### config.mk
export PLATFORM = sky130hd
export DESIGN_NAME = neuron_layer_sequencer_flat
export DESIGN_NICKNAME = d
export VERILOG_FILES = /design/src/rtl/neuron_layer_sequencer_if.sv /design/src/rtl/neuron_layer_sequencer.sv /design/src/flat_wrapper.sv
export SDC_FILE = /design/constraint.sdc
export NUM_CORES = 1
export LEC_CHECK = 0
export CAP_MARGIN = 30
export CORE_ASPECT_RATIO = 0.9
export CORE_MARGIN = 3
export CORE_UTILIZATION = 25
export CTS_BUF_LIST = sky130_fd_sc_hd__clkbuf_8
export CTS_CLUSTER_DIAMETER = 100
export DETAILED_ROUTE_END_ITERATION = 10
export GPL_ROUTABILITY_DRIVEN = 0
export GPL_TIMING_DRIVEN = 0
export HOLD_SLACK_MARGIN = 0.12
export PLACE_DENSITY = 0.72
export SLEW_MARGIN = 5
export SYNTH_ARGS = -nofsm -noshare
export SYNTH_HDL_FRONTEND = slang
export SYNTH_SLANG_ARGS = --single-unit
### constraint.sdc
create_clock -name clk -period 1.75 [get_ports clk]
set_input_delay 0.4375 -clock clk [delete_from_list [all_inputs] [get_ports clk]]
set_output_delay 0.4375 -clock clk [all_outputs]
set_load 0.005 [all_outputs]
### src/rtl/neuron_layer_sequencer_if.sv
// Signal bundle between the layer sequencer, its input/weight/bias memories,
// the shared neuron MAC and the next layer's result buffer.
interface neuron_layer_sequencer_if #(
  parameter int N    = 10,
  parameter int XA_W = 2,
  parameter int WA_W = 4,
  parameter int OA_W = 2
);
  logic            start;
  logic            busy;
  logic            done;
  logic [XA_W-1:0] x_addr;
  logic [N-1:0]    x_data;
  logic [WA_W-1:0] w_addr;
  logic [N-1:0]    w_data;
  logic [OA_W-1:0] b_addr;
  logic [N-1:0]    b_data;
  logic            nrn_rst;
  logic            nrn_inpt_ready;
  logic [N-1:0]    nrn_w;
  logic [N-1:0]    nrn_x;
  logic [N-1:0]    nrn_b;
  logic [N-1:0]    nrn_out;
  logic            res_we;
  logic [OA_W-1:0] res_addr;
  logic [N-1:0]    res_data;

  modport master (
    input  start, x_data, w_data, b_data, nrn_out,
    output busy, done, x_addr, w_addr, b_addr, nrn_rst, nrn_inpt_ready,
           nrn_w, nrn_x, nrn_b, res_we, res_addr, res_data
  );

  modport slave (
    output start, x_data, w_data, b_data, nrn_out,
    input  busy, done, x_addr, w_addr, b_addr, nrn_rst, nrn_inpt_ready,
           nrn_w, nrn_x, nrn_b, res_we, res_addr, res_data
  );
endinterface

### src/rtl/neuron_layer_sequencer.sv
// Time-multiplexes one neuron MAC over every output of a fully-connected layer.
// States: IDLE, CLEAR (clear neuron, issue pair 0), MAC, DRAIN (last strobe), BIAS, WRITE, DONE.
module neuron_layer_sequencer #(
  parameter int N        = 10,
  parameter int Q        = 8,
  parameter int N_IN     = 4,
  parameter int N_OUT    = 3,
  parameter int ACT_RELU = 0,
  parameter int XA_W     = (N_IN > 1) ? $clog2(N_IN) : 1,
  parameter int WA_W     = (N_IN * N_OUT > 1) ? $clog2(N_IN * N_OUT) : 1,
  parameter int OA_W     = (N_OUT > 1) ? $clog2(N_OUT) : 1
) (
  input  logic                    clk,
  input  logic                    rst,
  neuron_layer_sequencer_if.master bus
);

  typedef enum logic [2:0] {
    S_IDLE, S_CLEAR, S_MAC, S_DRAIN, S_BIAS, S_WRITE, S_DONE
  } state_t;

  state_t          r_state, w_state_nxt;
  logic [OA_W-1:0] r_j, w_j_nxt;
  logic [XA_W-1:0] r_k, w_k_nxt;
  logic [XA_W-1:0] w_k_issue;
  logic [WA_W-1:0] w_base;
  logic            w_last_k;
  logic            w_last_j;

  if ((Q >= N) || (N_IN < 1) || (N_OUT < 1)) begin : g_bad_cfg
    $error("neuron_layer_sequencer: invalid Q/N_IN/N_OUT");
  end

  assign w_last_k = (r_k == XA_W'(N_IN - 1));
  assign w_last_j = (r_j == OA_W'(N_OUT - 1));
  assign w_base   = WA_W'(r_j) * WA_W'(N_IN);

  always_ff @(posedge clk) begin
    if (rst) begin
      r_state <= S_IDLE;
      r_j     <= '0;
      r_k     <= '0;
    end else begin
      r_state <= w_state_nxt;
      r_j     <= w_j_nxt;
      r_k     <= w_k_nxt;
    end
  end

  always_comb begin
    w_state_nxt = r_state;
    w_j_nxt     = r_j;
    w_k_nxt     = r_k;
    w_k_issue   = '0;
    case (r_state)
      S_IDLE: begin
        if (bus.start) begin
          w_state_nxt = S_CLEAR;
          w_j_nxt     = '0;
        end
      end
      S_CLEAR: begin
        w_k_nxt     = XA_W'(1);
        w_state_nxt = (N_IN == 1) ? S_DRAIN : S_MAC;
      end
      S_MAC: begin
        // Address k goes out while the pair for k-1 is being accumulated.
        w_k_issue = r_k;
        if (w_last_k) w_state_nxt = S_DRAIN;
        else          w_k_nxt     = r_k + XA_W'(1);
      end
      S_DRAIN: w_state_nxt = S_BIAS;
      S_BIAS:  w_state_nxt = S_WRITE;
      S_WRITE: begin
        if (w_last_j) begin
          w_state_nxt = S_DONE;
        end else begin
          w_j_nxt     = r_j + OA_W'(1);
          w_state_nxt = S_CLEAR;
        end
      end
      S_DONE: begin
        w_state_nxt = S_IDLE;
        w_j_nxt     = '0;
        w_k_nxt     = '0;
      end
      default: w_state_nxt = S_IDLE;
    endcase
  end

  // Strobes are masked during reset so an abandoned layer emits nothing more.
  assign bus.busy           = (r_state != S_IDLE);
  assign bus.done           = (r_state == S_DONE) && !rst;
  assign bus.nrn_rst        = rst || (r_state == S_CLEAR);
  assign bus.nrn_inpt_ready = ((r_state == S_MAC) || (r_state == S_DRAIN)) && !rst;
  assign bus.res_we         = (r_state == S_WRITE) && !rst;

  assign bus.x_addr   = w_k_issue;
  assign bus.w_addr   = w_base + WA_W'(w_k_issue);
  assign bus.b_addr   = r_j;
  assign bus.res_addr = r_j;

  assign bus.nrn_w    = bus.w_data;
  assign bus.nrn_x    = bus.x_data;
  assign bus.nrn_b    = bus.b_data;
  assign bus.res_data = ((ACT_RELU != 0) && bus.nrn_out[N-1]) ? '0 : bus.nrn_out;

endmodule

### src/flat_wrapper.sv
// flat-port wrapper written by rule: the top's interface ports become plain ports
module neuron_layer_sequencer_flat 
#(
  parameter int N        = 10,
  parameter int Q        = 8,
  parameter int N_IN     = 4,
  parameter int N_OUT    = 3,
  parameter int ACT_RELU = 0,
  parameter int XA_W     = (N_IN > 1) ? $clog2(N_IN) : 1,
  parameter int WA_W     = (N_IN * N_OUT > 1) ? $clog2(N_IN * N_OUT) : 1,
  parameter int OA_W     = (N_OUT > 1) ? $clog2(N_OUT) : 1
)
  (clk, rst, bus_start, bus_x_data, bus_w_data, bus_b_data, bus_nrn_out, bus_busy, bus_done, bus_x_addr, bus_w_addr, bus_b_addr, bus_nrn_rst, bus_nrn_inpt_ready, bus_nrn_w, bus_nrn_x, bus_nrn_b, bus_res_we, bus_res_addr, bus_res_data);
  neuron_layer_sequencer_if #(.N(N), .XA_W(XA_W), .WA_W(WA_W), .OA_W(OA_W)) bus_i ();
  input  logic clk;
  input  logic rst;
  input wire logic [$bits(bus_i.start)-1:0] bus_start;
  input wire logic [$bits(bus_i.x_data)-1:0] bus_x_data;
  input wire logic [$bits(bus_i.w_data)-1:0] bus_w_data;
  input wire logic [$bits(bus_i.b_data)-1:0] bus_b_data;
  input wire logic [$bits(bus_i.nrn_out)-1:0] bus_nrn_out;
  output wire logic [$bits(bus_i.busy)-1:0] bus_busy;
  output wire logic [$bits(bus_i.done)-1:0] bus_done;
  output wire logic [$bits(bus_i.x_addr)-1:0] bus_x_addr;
  output wire logic [$bits(bus_i.w_addr)-1:0] bus_w_addr;
  output wire logic [$bits(bus_i.b_addr)-1:0] bus_b_addr;
  output wire logic [$bits(bus_i.nrn_rst)-1:0] bus_nrn_rst;
  output wire logic [$bits(bus_i.nrn_inpt_ready)-1:0] bus_nrn_inpt_ready;
  output wire logic [$bits(bus_i.nrn_w)-1:0] bus_nrn_w;
  output wire logic [$bits(bus_i.nrn_x)-1:0] bus_nrn_x;
  output wire logic [$bits(bus_i.nrn_b)-1:0] bus_nrn_b;
  output wire logic [$bits(bus_i.res_we)-1:0] bus_res_we;
  output wire logic [$bits(bus_i.res_addr)-1:0] bus_res_addr;
  output wire logic [$bits(bus_i.res_data)-1:0] bus_res_data;
  assign bus_i.start = bus_start;
  assign bus_i.x_data = bus_x_data;
  assign bus_i.w_data = bus_w_data;
  assign bus_i.b_data = bus_b_data;
  assign bus_i.nrn_out = bus_nrn_out;
  assign bus_busy = bus_i.busy;
  assign bus_done = bus_i.done;
  assign bus_x_addr = bus_i.x_addr;
  assign bus_w_addr = bus_i.w_addr;
  assign bus_b_addr = bus_i.b_addr;
  assign bus_nrn_rst = bus_i.nrn_rst;
  assign bus_nrn_inpt_ready = bus_i.nrn_inpt_ready;
  assign bus_nrn_w = bus_i.nrn_w;
  assign bus_nrn_x = bus_i.nrn_x;
  assign bus_nrn_b = bus_i.nrn_b;
  assign bus_res_we = bus_i.res_we;
  assign bus_res_addr = bus_i.res_addr;
  assign bus_res_data = bus_i.res_data;
  neuron_layer_sequencer #(.N(N), .Q(Q), .N_IN(N_IN), .N_OUT(N_OUT), .ACT_RELU(ACT_RELU), .XA_W(XA_W), .WA_W(WA_W), .OA_W(OA_W)) u_core (.clk(clk), .rst(rst), .bus(bus_i));
endmodule
==> insert_results.sql, run 1 <==
INSERT INTO impl_metrics (metric_group, metric, value, unit) VALUES
('critical_path', 'crit_arrival', '1.27', 'ns'),
('timing', 'setup_repair_after_global_routing_missed_its_margin', 'no', ''),
('placement', 'dp_hpwl', '2010', 'um'),
('timing', 'number_of_max_slew_violations_in_the_final_report', '0', ''),
('synth', 'synth_area', '848', 'sq um'),
('layout', 'fill_cells', '296', ''),
('synth', 'postSynthCellCount', '103', ''),
('clocking', 'worst_skew_pair.late_latency', '0.23', 'ns'),
('run_status', 'run_status', 'completed', ''),
('timing', 'setup_tns', '0', 'ns'),
('critical_path', 'required', '1.31', 'ns'),
('route', 'wire_per_inst', '11.7', 'um'),
('floorplan', 'initial_core_util', '0.268', ''),
('clocking', 'clkSinkCount', '7', ''),
('global_route', 'grt_pass1_wl', '3740', 'um'),
('synth', 'async_flop_share', '0', ''),
('worst_hold_path', 'timing.hold.worst.start', 'u_core.r_k[1]$_SDFFE_PP0P_', ''),
('critical_path', 'crit-reg2reg-launch', 'u_core.bus.b_addr[0]$_SDFFE_PP0P_', ''),
('clocking', 'cts_max_level', '1', ''),
('power', 'power.density', '441', 'nW/um^2'),
('synth', 'ys_dominant_reg_cell', 'dfxtp_1', ''),
('layout', 'antenna-diode-count', '0', ''),
('synth', 'number_of_enable_flip_flop_cells_after_synthesis', '0', ''),
('timing', 'final_hold_viol_count', '0', ''),
('synth', 'synthesis.area_per_instance', '8.24', 'sq um'),
('floorplan', 'dieWidth', '67.4', 'um'),
('timing', 'max_slew.worst_pin.slew', '0.294', 'ns'),
('route', 'first_pass_iters', '4', ''),
('floorplan', 'die_area', '4130', 'sq um'),
('global_route', 'grt_start_max_net_pins', '11', ''),
('timing', 'skew', '0.00313', 'ns'),
('power', 'power.static_leakage', '0.717', 'nW'),
('floorplan', 'chipHeight', '61.3', 'um'),
('power', 'power.sequential.fraction', '0.261', ''),
('global_route', 'initial_antenna_violation_count', '0', ''),
('synth', 'synth_top_cell_by_area', 'buf_4', ''),
('clocking', 'root_buffer', 'clkbuf_8', ''),
('floorplan', 'floorplan.rows', '19', ''),
('clocking', 'cts_buf_count', '3', ''),
('global_route', 'groute.usage.overall', '0.118', ''),
('power', 'p_switching', '0.000184', 'W'),
('global_route', 'grt_remaining_overflow', '0', ''),
('clocking', 'max_clock_buf_depth', '2', ''),
('critical_path', 'setup.worst_path.end_class', 'output port', ''),
('global_route', 'number_of_global_route_vias_before_repair', '905', ''),
('synth', 'synth.cells.most_frequent', 'buf_4 (46), dfxtp_1 (7), a21oi_1 (4), inv_1 (4)', ''),
('route', 'first_iter_violations', '39', ''),
('timing', 'timing.final.ws_setup', '0.0460', 'ns'),
('synth', 'syn-num-nets', '148', ''),
('timing', 'maximum_clock_frequency', '587', 'MHz'),
('critical_path', 'critical_path.max_fanout', '10', ''),
('synth', 'yosys_warnings', '0', ''),
('floorplan', 'core_area', '3160', 'sq um'),
('route', 'avgViaCountPerCell', '4.29', ''),
('power', 'intPower', '0.000514', 'W'),
('critical_path', 'startpoint', 'u_core.r_state[2]$_SDFFE_PP0P_', ''),
('clocking', 'cts_tree', 'yes', ''),
('placement', 'dp_worst_setup_slack', '-0.702', 'ns'),
('power', 'power.ir.vdd_worst', '0.213', 'mV'),
('timing', 'worst_hold_margin', '0.533', 'ns'),
('synth', 'synth.most_common_cell', 'buf_4', ''),
('critical_path', 'critPathLaunchType', 'register', ''),
('route', 'detailroute.via_count', '900', ''),
('route', 'detail_route.drc_violations', '0', ''),
('power', 'power.share.clock', '0.336', ''),
('worst_hold_path', 'hp-class', 'reg -> reg', ''),
('route', 'final_antenna_net_count', '0', ''),
('timing', 'timing.final.crit_share', '0.974', ''),
('timing', 'setup_viol_count_final', '0', ''),
('layout', 'nets', '214', ''),
('synth', 'synth_top_area_frac', '0.407', '');
==> per-layer routing <==
layer  vias to the layer above  part of all wire  track usage
met5                         -                 0            0
met4                         0             0.011       0.0491
met3                         3              0.12       0.0292
met2                        64              0.52        0.221
met1                       402              0.35        0.127
li1                        431                 -            -
==> path summary, 6_finish.rpt <==
kind                                        to  slack (ns)  depth (start not counted)
max                              bus_x_addr[0]        0.05                          6
min                 u_core.r_k[1]$_SDFFE_PP0P_        0.53                          2
max reg2reg  u_core.bus.b_addr[1]$_SDFFE_PP0P_        0.23                          5
min reg2reg         u_core.r_k[1]$_SDFFE_PP0P_        0.53                          2
==> worst max-delay path, stage by stage (launching register included) <==
cell	delay, ns
dfxtp_2	0.31
buf_6	0.13
nor2_4	0.11
buf_6	0.12
and3_4	0.18
buf_4	0.10
buf_4	0.09
==> through the flow <==
step	total power (W)	utilization	cells
3_5_place_dp	0.000446	0.465	202
6_report	0.000698	0.501	210
5_1_grt	0.000730	0.501	210
3_3_place_gp	0.000440	0.465	202
2_1_floorplan	0.000314	-	103
4_1_cts	0.000701	0.503	210
==> repair_timing <==
| action | CTS | global route |
|---|---|---|
| gates resized for setup | 33 | 9 |
| pin swaps | 3 | 1 |
| hold buffers | 0 | 0 |
| buffers inserted | 4 | 0 |
| endpoints found under the setup margin | 9 | 7 |
| cloned | 0 | 0 |
==> cells by family after synthesis <==
group                    after synthesis  synth area share
adder cells (fa/ha/maj)                2            0.0295
AND/OR/NAND/NOR                       27             0.215
buffers and inverters                 54             0.462
flip-flops                             7             0.165
AO/OA/AOI/OAI                         12             0.111
multiplexers                           1            0.0177
==> power by group through the flow <==
| stage | combinational [W] | clock (W) | sequential, W |
|---|---|---|---|
| finish | 0.000282 | 0.000234 | 0.000182 |
| global route | 0.000308 | 0.000239 | 0.000184 |
| CTS | 0.000283 | 0.000237 | 0.000181 |
| detailed placement | 0.000264 | 0 | 0.000182 |
| global placement | 0.000260 | 0 | 0.000180 |
| floorplan | 0.000135 | 0 | 0.000179 |
==> registers in the layout, summed over array words and instances, names as in the netlist <==
signal	flops
u_core.bus.b_addr	2
u_core.r_k	2
u_core.r_state	3
==> cells in the final DEF (no fill, tap or decap), drive strengths merged, types with 2 or more instances in the layout <==
cell and n:
clkbuf 7, clkdlybuf4s50 47, nor3 2, nor2 3
buf 56, and2 2, nor3b 2, nor2b 2
a211oi 2, dfxtp 7, and3 2, dlygate4sd2 3
ha 2, nand3 2, inv 5, a21oi 4
and4bb 2, nand2 2, nand2b 2
==> layout make-up <==
cell class,instances,area share
Timing Repair Buffer,61,0.362
Buffer,50,0.251
Multi-Input combinational cell,42,0.223
Sequential cell,7,0.0925
Tap cell,42,0.0332
Clock buffer,3,0.0261
Inverter,4,0.00949
Clock inverter,1,0.00237
No activity file was read; power rests on OpenSTA's default activity.
==> run 2, diff against run 1 <==
--- a/config.mk
+++ b/config.mk
@@ -15,6 +15,7 @@
 export GPL_ROUTABILITY_DRIVEN = 0
 export GPL_TIMING_DRIVEN = 0
 export HOLD_SLACK_MARGIN = 0.12
+export MAX_ROUTING_LAYER = met4
 export PLACE_DENSITY = 0.72
 export SLEW_MARGIN = 5
 export SYNTH_ARGS = -nofsm -noshare
==> insert_results.sql, run 2 (same netlist as run 1, synthesis figures left out) <==
INSERT INTO impl_metrics (metric_group, metric, value, unit) VALUES
('run_status', 'run_status', 'completed', ''),
('timing', 'worst_hold_margin', '0.532', 'ns'),
('clocking', 'root_buffer', 'clkbuf_8', ''),
('power', 'power.ir.vdd_worst', '0.213', 'mV'),
('route', 'first_iter_violations', '31', ''),
('layout', 'final_cell_mix', 'buf_4 (50), clkdlybuf4s50_1 (47)', ''),
('layout', 'fill_cells', '296', ''),
('global_route', 'initial_antenna_violation_count', '0', ''),
('layout', 'antenna-diode-count', '0', ''),
('layout', 'most_flops_register', 'u_core.r_state', ''),
('floorplan', 'dieWidth', '67.4', 'um'),
('power', 'power.static_leakage', '0.717', 'nW'),
('route', 'first_pass_iters', '4', ''),
('run', 'max_cap_violations', '0', ''),
('critical_path', 'critPathCapture', 'bus_x_addr[0]', ''),
('critical_path', 'worst_r2r_setup_slack', '0.23', 'ns'),
('floorplan', 'io_pins', '98', ''),
('floorplan', 'floorplan.rows', '19', ''),
('worst_hold_path', 'timing.hold.worst.start', 'u_core.r_k[1]$_SDFFE_PP0P_', ''),
('layout', 'nets', '214', ''),
('layout', 'post_route_cells_drive_above_1_share', '0.452', ''),
('timing', 'max_slew.worst_pin.slew', '0.294', 'ns'),
('critical_path', 'setup.worst_path.class', 'reg -> out', ''),
('timing', 'finalCriticalPeriod', '1.70', 'ns'),
('clocking', 'max_clock_buf_depth', '2', ''),
('route', 'final_antenna_net_count', '0', ''),
('floorplan', 'initial_core_util', '0.268', ''),
('global_route', 'grt_pass1_wl', '3730', 'um'),
('critical_path', 'regToRegEndpoint', 'u_core.bus.b_addr[1]$_SDFFE_PP0P_', ''),
('route', 'detailroute.via_count', '899', ''),
('route', 'postRouteWirelength', '2460', 'um'),
('critical_path', 'required', '1.31', 'ns'),
('floorplan', 'core_area', '3160', 'sq um'),
('clocking', 'cts_buf_count', '3', ''),
('floorplan', 'die_area', '4130', 'sq um'),
('critical_path', 'critPathLaunchType', 'register', ''),
('clocking', 'clkSinkCount', '7', ''),
('timing', 'setup_tns', '0', 'ns'),
('global_route', 'groute.usage.overall', '0.122', ''),
('layout', 'mostFrequentLayoutCell', 'buf_4', ''),
('power', 'power.density', '441', 'nW/um^2'),
('critical_path', 'crit-reg2reg-launch', 'u_core.bus.b_addr[0]$_SDFFE_PP0P_', ''),
('global_route', 'grt_remaining_overflow', '0', ''),
('worst_hold_path', 'hp-class', 'reg -> reg', ''),
('critical_path', 'rr_worst_depth', '5', ''),
('timing', 'worst_slew_margin_rel', '0.801', ''),
('timing', 'timing.final.crit_share', '0.974', ''),
('critical_path', 'critical_path.max_fanout', '10', ''),
('route', 'detail_route.drc_violations', '0', ''),
('layout', 'multiInputGateArea', '353', 'sq um'),
('route', 'wire_per_inst', '11.7', 'um'),
('clocking', 'cts_tree', 'yes', ''),
('layout', 'syn_to_final_growth', '86.6', '%'),
('global_route', 'grt_start_max_net_pins', '11', ''),
('floorplan', 'chipHeight', '61.3', 'um'),
('timing', 'final_hold_viol_count', '0', ''),
('clocking', 'cts.clk_slew.worst_paths', '0.04', 'ns'),
('critical_path', 'crit_arrival', '1.27', 'ns'),
('global_route', 'number_of_global_route_vias_before_repair', '906', ''),
('layout', 'max_reg_flops', '3', ''),
('clocking', 'cts_max_level', '1', ''),
('timing', 'skew', '0.00288', 'ns'),
('placement', 'dp_hpwl', '2010', 'um'),
('timing', 'setup_viol_count_final', '0', ''),
('timing', 'setup_repair_after_global_routing_missed_its_margin', 'no', ''),
('critical_path', 'setup.worst_path.end_class', 'output port', ''),
('route', 'avgViaCountPerCell', '4.28', ''),
('critical_path', 'startpoint', 'u_core.r_state[2]$_SDFFE_PP0P_', ''),
('clocking', 'worst_skew_pair.late_latency', '0.23', 'ns'),
('placement', 'port-buffer-count', '57', ''),
('timing', 'number_of_max_slew_violations_in_the_final_report', '0', ''),
('layout', 'seqCellArea', '146', 'sq um'),
('timing', 'maximum_clock_frequency', '587', 'MHz');
[run 2: cell type report]
cell class	instances	share of cell area
multi-input combinational	42	0.223
clock inverter	1	0.00237
clock buffer	3	0.0261
sequential	7	0.0925
timing repair buffer	61	0.362
inverter	4	0.00949
tap	42	0.0332
buffer	50	0.251
[run 2: critical path, stage by stage (launching register included)]
cell and delay (ns):
dfxtp_2 0.31, buf_6 0.13, nor2_4 0.11, buf_6 0.12, and3_4 0.18, buf_4 0.09
buf_4 0.09
[run 2: worst min-delay path by stage]
stage,endpoint,slack (ns),cells past startpoint
floorplan,u_core.r_k[1]$_SDFFE_PP0P_,0.47,2
global placement,u_core.r_k[1]$_SDFFE_PP0P_,0.48,2
detailed placement,u_core.r_k[1]$_SDFFE_PP0P_,0.51,2
CTS,u_core.r_k[1]$_SDFFE_PP0P_,0.52,2
global route,u_core.r_k[1]$_SDFFE_PP0P_,0.57,2
finish,u_core.r_k[1]$_SDFFE_PP0P_,0.53,2
[run 2: timing repair]
action / in CTS / in global routing
resized for setup: 33 / 9
setup buffers: 4 / 0
pin swaps: 3 / 1
hold buffers: 0 / 0
endpoints found under the setup margin: 9 / 7
[run 2: power by group]
| group | total (W) | internal [W] | switching (W) |
|---|---|---|---|
| Sequential | 0.000182 | 0.000169 | 0.0000126 |
| Clock | 0.000234 | 0.000153 | 0.0000812 |
| Combinational | 0.000282 | 0.000192 | 0.0000893 |
[run 2: stage by stage]
stage                      util  area, sq um  power (W)  instances  worst slack (ns)
after floorplan               -          848   0.000314        103             0.307
after global placement    0.465         1470   0.000440        202            -0.683
after detailed placement  0.465         1470   0.000446        202            -0.702
after CTS                 0.503         1590   0.000701        210           0.00509
after global routing      0.501         1580   0.000730        210           0.00165
final                     0.501         1580   0.000697        210            0.0463
[run 2: routing by layer]
layer  wire length (um)  part of all wire  global-route usage
met2               1280              0.52               0.221
met5                  0                 0                   -
met4                 27             0.011              0.0491
met3                278              0.11              0.0255
met1                872              0.36               0.129
==> run 3, diff against run 2 <==
--- a/config.mk
+++ b/config.mk
@@ -17,7 +17,6 @@
 export HOLD_SLACK_MARGIN = 0.12
 export MAX_ROUTING_LAYER = met4
 export PLACE_DENSITY = 0.72
-export SLEW_MARGIN = 5
 export SYNTH_ARGS = -nofsm -noshare
 export SYNTH_HDL_FRONTEND = slang
 export SYNTH_SLANG_ARGS = --single-unit
==> results of run 3 <==
The final DEF is identical to that of run 2; final timing and power are the same.
